===== src/rtl/montgomery_setup.sv =====
// montgomery_setup: derives the Montgomery constants for an odd modulus N.
//   bit_length = k (R = 2^k), rrm = R^2 mod N, n_prime = -N^-1 mod R.
// Iterative: one modular doubling per cycle for rrm, one Hensel-lifting bit
// per cycle for the inverse. Results stay put until the next accepted start.
// Optional build macro MONT_SETUP_CACHE_EN: remembers the last good modulus
// and answers a repeated request in one cycle without recomputing.
module montgomery_setup #(
    parameter int DATA_WIDTH = 8,
    parameter int BL_WIDTH   = $clog2(DATA_WIDTH + 1)
) (
    input  logic                  clk,
    input  logic                  reset,
    input  logic                  start,
    input  logic [DATA_WIDTH-1:0] modulant,
    output logic                  busy,
    output logic                  done,
    output logic                  valid,
    output logic                  error,
    output logic [BL_WIDTH-1:0]   bit_length,
    output logic [DATA_WIDTH-1:0] rrm,
    output logic [DATA_WIDTH-1:0] n_prime
);

    localparam int CNT_WIDTH = BL_WIDTH + 1;

    typedef enum logic [2:0] {IDLE, CHECK, R2, NINV, DONE} state_t;

    state_t                state, state_next;
    logic [DATA_WIDTH-1:0] n_q;
    logic [DATA_WIDTH-1:0] acc;
    logic [DATA_WIDTH-1:0] y;
    logic [CNT_WIDTH-1:0]  cnt;
    logic [BL_WIDTH-1:0]   idx;
    logic [CNT_WIDTH-1:0]  two_k;
    logic [DATA_WIDTH-1:0] acc_next;
    logic [DATA_WIDTH-1:0] y_next;
    logic                  r2_last;
    logic                  ninv_last;
    logic                  n_bad;
    logic                  cache_hit;

    // Position of the most significant set bit, plus one (0 for N == 0).
    function automatic logic [BL_WIDTH-1:0] msb_len(input logic [DATA_WIDTH-1:0] n);
        logic [BL_WIDTH-1:0] len;
        len = '0;
        for (int b = 0; b < DATA_WIDTH; b++)
            if (n[b]) len = BL_WIDTH'(b + 1);
        return len;
    endfunction

    // acc*2 mod n for acc < n; the doubled value needs one extra bit.
    function automatic logic [DATA_WIDTH-1:0] mod_double(input logic [DATA_WIDTH-1:0] a,
                                                         input logic [DATA_WIDTH-1:0] n);
        logic [DATA_WIDTH:0] t;
        t = {a, 1'b0};
        if (t >= {1'b0, n}) t = t - {1'b0, n};
        return t[DATA_WIDTH-1:0];
    endfunction

    // One lifting step: make N*y == 1 hold for bit i as well.
    function automatic logic [DATA_WIDTH-1:0] ninv_step(input logic [DATA_WIDTH-1:0] yv,
                                                        input logic [DATA_WIDTH-1:0] n,
                                                        input logic [BL_WIDTH-1:0]   i);
        logic [2*DATA_WIDTH-1:0] p;
        logic [DATA_WIDTH-1:0]   r;
        p = {{DATA_WIDTH{1'b0}}, n} * {{DATA_WIDTH{1'b0}}, yv};
        r = yv;
        if (p[i]) r = yv + (DATA_WIDTH'(1) << i);
        return r;
    endfunction

    // (2^k - y) mod 2^k, i.e. the negation of y kept to k bits.
    function automatic logic [DATA_WIDTH-1:0] neg_mod(input logic [DATA_WIDTH-1:0] yv,
                                                      input logic [BL_WIDTH-1:0]   k);
        logic [DATA_WIDTH:0] m;
        m = ((DATA_WIDTH + 1)'(1) << k) - (DATA_WIDTH + 1)'(1);
        return (DATA_WIDTH'(0) - yv) & m[DATA_WIDTH-1:0];
    endfunction

    assign two_k     = {bit_length, 1'b0};
    assign r2_last   = (cnt == two_k - CNT_WIDTH'(1));
    assign ninv_last = (idx == bit_length - BL_WIDTH'(1));
    assign n_bad     = (n_q == '0) || !n_q[0];
    assign acc_next  = mod_double(acc, n_q);
    assign y_next    = ninv_step(y, n_q, idx);

`ifdef MONT_SETUP_CACHE_EN
    logic [DATA_WIDTH-1:0] cache_n;
    logic                  cache_vld;
    assign cache_hit = cache_vld && (modulant == cache_n);
`else
    assign cache_hit = 1'b0;
`endif

    // State register.
    always_ff @(posedge clk) begin
        if (reset) state <= IDLE;
        else       state <= state_next;
    end

    // Next-state logic and status strobes decoded from the state.
    always_comb begin
        state_next = state;
        busy       = (state != IDLE);
        done       = (state == DONE);
        case (state)
            IDLE:    if (start) state_next = cache_hit ? DONE : CHECK;
            CHECK:   state_next = n_bad ? DONE : R2;
            R2:      if (r2_last) state_next = (bit_length == BL_WIDTH'(1)) ? DONE : NINV;
            NINV:    if (ninv_last) state_next = DONE;
            DONE:    state_next = IDLE;
            default: state_next = IDLE;
        endcase
    end

    // Datapath: latch N, iterate rrm and the inverse, publish results.
    always_ff @(posedge clk) begin
        if (reset) begin
            n_q        <= '0;
            acc        <= '0;
            y          <= '0;
            cnt        <= '0;
            idx        <= '0;
            valid      <= 1'b0;
            error      <= 1'b0;
            bit_length <= '0;
            rrm        <= '0;
            n_prime    <= '0;
`ifdef MONT_SETUP_CACHE_EN
            cache_n    <= '0;
            cache_vld  <= 1'b0;
`endif
        end else begin
            case (state)
                IDLE: if (start) begin
                    n_q   <= modulant;
                    error <= 1'b0;
                    valid <= cache_hit;
                    if (!cache_hit) begin
                        bit_length <= '0;
                        rrm        <= '0;
                        n_prime    <= '0;
                    end
                end
                CHECK: begin
                    if (n_bad) begin
                        error <= 1'b1;
`ifdef MONT_SETUP_CACHE_EN
                        cache_vld <= 1'b0;
`endif
                    end else begin
                        bit_length <= msb_len(n_q);
                        // 1 mod N: for N == 1 the residue is already 0.
                        acc <= (n_q == DATA_WIDTH'(1)) ? '0 : DATA_WIDTH'(1);
                        cnt <= '0;
                    end
                end
                R2: begin
                    acc <= acc_next;
                    cnt <= cnt + CNT_WIDTH'(1);
                    if (r2_last) begin
                        rrm <= acc_next;
                        y   <= DATA_WIDTH'(1);
                        idx <= BL_WIDTH'(1);
                        if (bit_length == BL_WIDTH'(1)) begin
                            n_prime <= neg_mod(DATA_WIDTH'(1), bit_length);
                            valid   <= 1'b1;
`ifdef MONT_SETUP_CACHE_EN
                            cache_n   <= n_q;
                            cache_vld <= 1'b1;
`endif
                        end
                    end
                end
                NINV: begin
                    y   <= y_next;
                    idx <= idx + BL_WIDTH'(1);
                    if (ninv_last) begin
                        n_prime <= neg_mod(y_next, bit_length);
                        valid   <= 1'b1;
`ifdef MONT_SETUP_CACHE_EN
                        cache_n   <= n_q;
                        cache_vld <= 1'b1;
`endif
                    end
                end
                default: ;
            endcase
        end
    end

`ifndef SYNTHESIS
    logic [DATA_WIDTH-1:0] prod_lo;
    logic [DATA_WIDTH:0]   k_mask;
    assign prod_lo = DATA_WIDTH'(n_q * n_prime);
    assign k_mask  = ((DATA_WIDTH + 1)'(1) << bit_length) - (DATA_WIDTH + 1)'(1);

    // Published results must satisfy the Montgomery identities.
    always_ff @(posedge clk) begin
        if (!reset && valid) begin
            assert (rrm < n_q)
                else $error("montgomery_setup: rrm %0d not below N %0d", rrm, n_q);
            assert ((prod_lo & k_mask[DATA_WIDTH-1:0]) == k_mask[DATA_WIDTH-1:0])
                else $error("montgomery_setup: N*n_prime not -1 mod 2^k");
        end
    end
`endif

endmodule

===== config.mk =====
export PLATFORM = sky130hd
export DESIGN_NAME = montgomery_setup
export DESIGN_NICKNAME = d
export VERILOG_FILES = /design/src/rtl/montgomery_setup.sv
export SDC_FILE = /design/constraint.sdc
export NUM_CORES = 1
export LEC_CHECK = 0
export ABC_AREA = 0
export CAP_MARGIN = 40
export CORE_ASPECT_RATIO = 0.7
export CORE_UTILIZATION = 45
export CTS_CLUSTER_SIZE = 25
export DETAILED_ROUTE_END_ITERATION = 16
export GPL_ROUTABILITY_DRIVEN = 0
export PLACE_DENSITY = 0.69
export SYNTH_ARGS = -nofsm -noshare
export SYNTH_HDL_FRONTEND = slang
export SYNTH_SLANG_ARGS = --single-unit

===== constraint.sdc =====
create_clock -name clk -period 11 [get_ports clk]
set_clock_uncertainty 0.2 [all_clocks]
set_input_delay 2.2 -clock clk [delete_from_list [all_inputs] [get_ports clk]]
set_output_delay 2.2 -clock clk [all_outputs]
set_load 0.02 [all_outputs]

==> reports/results.tsv <==
stage	metric	value	unit
status	status	finished, final reports clean	
sta	fin_crit_sh	56.7	%
placement	numPortBuffers	34	
sta	timing.fmax	160	MHz
routing	wire_per_inst	15.8	um
critical_path	critPathKind	reg -> reg	
synth	synth-seq-cells	58	
critical_path	cp_top_family	adder cells	
floorplan	dieHeight	99.5	um
global_route	overflow	0	
global_route	grt_pass1_wl	25500	um
synth	synth_edf_count	0	
sta	period_minus_slack	6.23	ns
synth	syn_inst	760	
clock_network	postCtsSetupRepairBufs	0	
critical_path	required	11.02	ns
cells_and_area	multi_input_area	0.00445	mm2
clock_network	post_cts_resize_count	0	
hold_path	hp-start	rrm[6]	
clock_network	cts_htree_levels	3	
floorplan	rows	35	
clock_network	clk_latency	0.33	ns
synth	ys_seq_area_share	19.0	%
critical_path	cp.arrival	6.25	ns
sta	grt_setup_unrepaired	no	
synth	syn_nets	873	
sta	slew_viol_final	0	
sta	setup_viol	0	
floorplan	pin_count	35	
critical_path	r2r_cells	17	
synth	ys_warn_count	0	
cells_and_area	area.sequential	0.00116	mm2
floorplan	dieWidth	141	um
routing	route.detailed.drc	0	
routing	drtIter0Drc	504	
critical_path	startpoint	n_q[0]	
run	cap_violations	0	
synth	postSynthAreaPerCell	8.03	um2
clock_network	cts_root_buffer	clkbuf_16	
power_and_ir_drop	p_per_area	130	mW/mm2
sta	worstMarginPinSlew	0.911	ns
critical_path	reg2reg_from	n_q[0]	
floorplan	core_area	0.0132	mm2
routing	drt_pre_antenna_iters	5	
sta	setup_tns	0	ns
global_route	grt_max_degree	35	
clock_network	cts_buffers	9	
synth	synth_area	0.00611	mm2
cells_and_area	n_antenna_cell	0	
synth	ys_dominant_reg_cell	dfxtp_1	
clock_network	cts_tree	done	
critical_path	ff2ff_setup_slack	4.77	ns
clock_network	cts_hold_buf	0	
cells_and_area	fillerInstances	1225	
critical_path	worstSetupStartpointType	flip-flop	
hold_path	whs_path_depth	2	
cells_and_area	nets	880	
floorplan	initial_utilization	46.3	%
routing	ant_nets	0	
hold_path	holdCritPathClass	reg -> reg	
synth	synth_top_cells_by_area	dfxtp_1, ha_1, fa_1	
cells_and_area	layout-drive-gt1-share	4.79	%
placement	place_ws	4.78	ns
critical_path	critPathMostFrequentCell	fa_1	
routing	vias	5375	
synth	synth_top_area_share	19.0	%
global_route	grt_pass1_vias	5276	
sta	relSlewSlack	39.0	%
global_route	grt_usage	22.6	%
hold_path	worstHoldEndpoint	rrm[6]	
sta	fin_ws	4.77	ns
sta	finalHoldViolations	0	
clock_network	clockBufferDepth	2	
power_and_ir_drop	p_leak	2.97	nW
cells_and_area	syn2layout_area_growth	12.1	%
synth	synth_most_common_cell	nand2_1	
synth	ys_async_sr_fraction	0	%
synth	synth_cell_types	66	
critical_path	timing.rr.end	y[7]	
power_and_ir_drop	ir_drop	0.112	mV
critical_path	critPathMaxFanout	17	
synth	post_synth_most_frequent_cells	nand2_1, inv_1, ha_1	
clock_network	cts_sinks	58	
floorplan	die_area	0.0140	mm2
routing	vias_per_cell	5.62	
critical_path	endpoint_kind	flip-flop	
placement	dp_hpwl	11700	um
critical_path	cp_cell_sequence	nand2_1 > fa_1 > fa_1 > fa_1 > fa_1 > inv_1 > ha_1 > a21oi_4 > o211ai_2 > a22o_2 > a221oi_2 > xor2_1 > o311ai_1 > o311ai_4 > or2_1 > nor2b_2 > o221a_1	
critical_path	slowest_stage	dfxtp_1	
critical_path	slowest_delay	0.67	ns
clock_network	clkSlewWorstSetupHoldPaths	0.06	ns
critical_path	cp.buffers_inverters	1	
routing	finalWirelength	15100	um
global_route	grt_antenna_before_repair	0	
synth	yosysTopAreaCell	dfxtp_1	
## worst reg2reg max path, stage by stage, from the launching register on
cell      delay [ns]
dfxtp_1         0.67
nand2_1         0.16
fa_1            0.53
fa_1            0.52
fa_1            0.51
fa_1            0.55
inv_1           0.04
ha_1            0.39
a21oi_4         0.22
o211ai_2        0.15
a22o_2          0.25
a221oi_2        0.28
xor2_1          0.18
o311ai_1        0.14
o311ai_4        0.64
or2_1           0.38
nor2b_2         0.07
o221a_1         0.25
## how the worst max path moves through the flow
stage / to / cells past startpoint
floorplan: n_prime[5] / 19
global route: y[2] / 17
detailed placement: y[7] / 17
finish: y[7] / 17
CTS: y[7] / 17
global placement: y[7] / 17
## cells in the final DEF, fill, tap and decap left out, drive strengths merged, types with 3 or more instances in the layout
master / Yosys / routed
nand2: 89 / 89
inv: 81 / 81
ha: 64 / 64
nor2: 58 / 58
dfxtp: 58 / 58
a21oi: 56 / 56
and2: 46 / 46
fa: 38 / 38
clkdlybuf4s50: 0 / 33
nand3: 30 / 30
xnor2: 23 / 23
o21ai: 21 / 21
xor2: 18 / 18
nor3: 15 / 15
clkbuf: 30 / 11
mux2i: 10 / 10
nor2b: 9 / 9
a21o: 8 / 8
o211ai: 8 / 8
a32o: 7 / 7
o21bai: 6 / 6
or3: 6 / 6
a211oi: 6 / 6
o311ai: 6 / 6
and3: 4 / 4
nand4: 4 / 4
o21a: 4 / 4
a31oi: 3 / 3
o211a: 3 / 3
o2111ai: 3 / 3
nand2b: 3 / 3
o31ai: 3 / 3
nor4: 3 / 3
a21boi: 3 / 3
nor3b: 3 / 3
a311oi: 3 / 3
clkinv: 0 / 3
## routing by layer
layer,global-route usage (%),up-vias,part of all wire (%)
li1,-,2580,-
met1,32.4,2591,48
met2,35.5,182,44
met3,3.85,22,6.2
met4,4.68,0,1.2
met5,0,-,0
## power by group
group / switching (mW) / internal, mW / total [mW]
Combinational: 0.184 / 0.128 / 0.312
Sequential: 0.0393 / 0.229 / 0.268
Clock: 0.104 / 0.205 / 0.308
Total: 0.327 / 0.562 / 0.889
## sequential cells by signal, summed over array words and instances (netlist names)
register	count
rrm	8
acc	8
cnt	5
n_prime	8
state	3
idx	4
y	8
error	1
valid	1
n_q	8
bit_length	4
## cells by family after synthesis
logic type                 Yosys count  share of synthesized area, %
AOI/OAI and AO/OA                  152                          17.9
buffers and inverters              121                          8.03
adders and majority gates          102                          25.6
muxes                               11                          2.01
DFF                                 58                          19.0
xor gates and xnor gates            41                          5.88
and+or+nand+nor                    275                          21.6
## per-stage QoR
stage	hold WS, ns	util (%)	std cells	cell area [um2]	power, mW
2_1_floorplan	0.237	-	760	6110	0.500
3_3_place_gp	0.239	49.2	939	6490	0.567
3_5_place_dp	0.247	49.4	941	6510	0.576
4_1_cts	0.255	51.9	957	6840	0.887
5_1_grt	0.275	51.9	957	6840	0.936
6_report	0.254	51.9	957	6840	0.889
## area by class of cell
cell class	instances	area share, %
well taps	185	3.38
clock inverters	6	1.32
inverters	81	4.44
repair buffers	36	5.30
clock buffers	10	3.49
flip-flops and latches	58	17.0
multi-input cells	581	65.1
No activity file was read; power rests on OpenSTA's default activity.
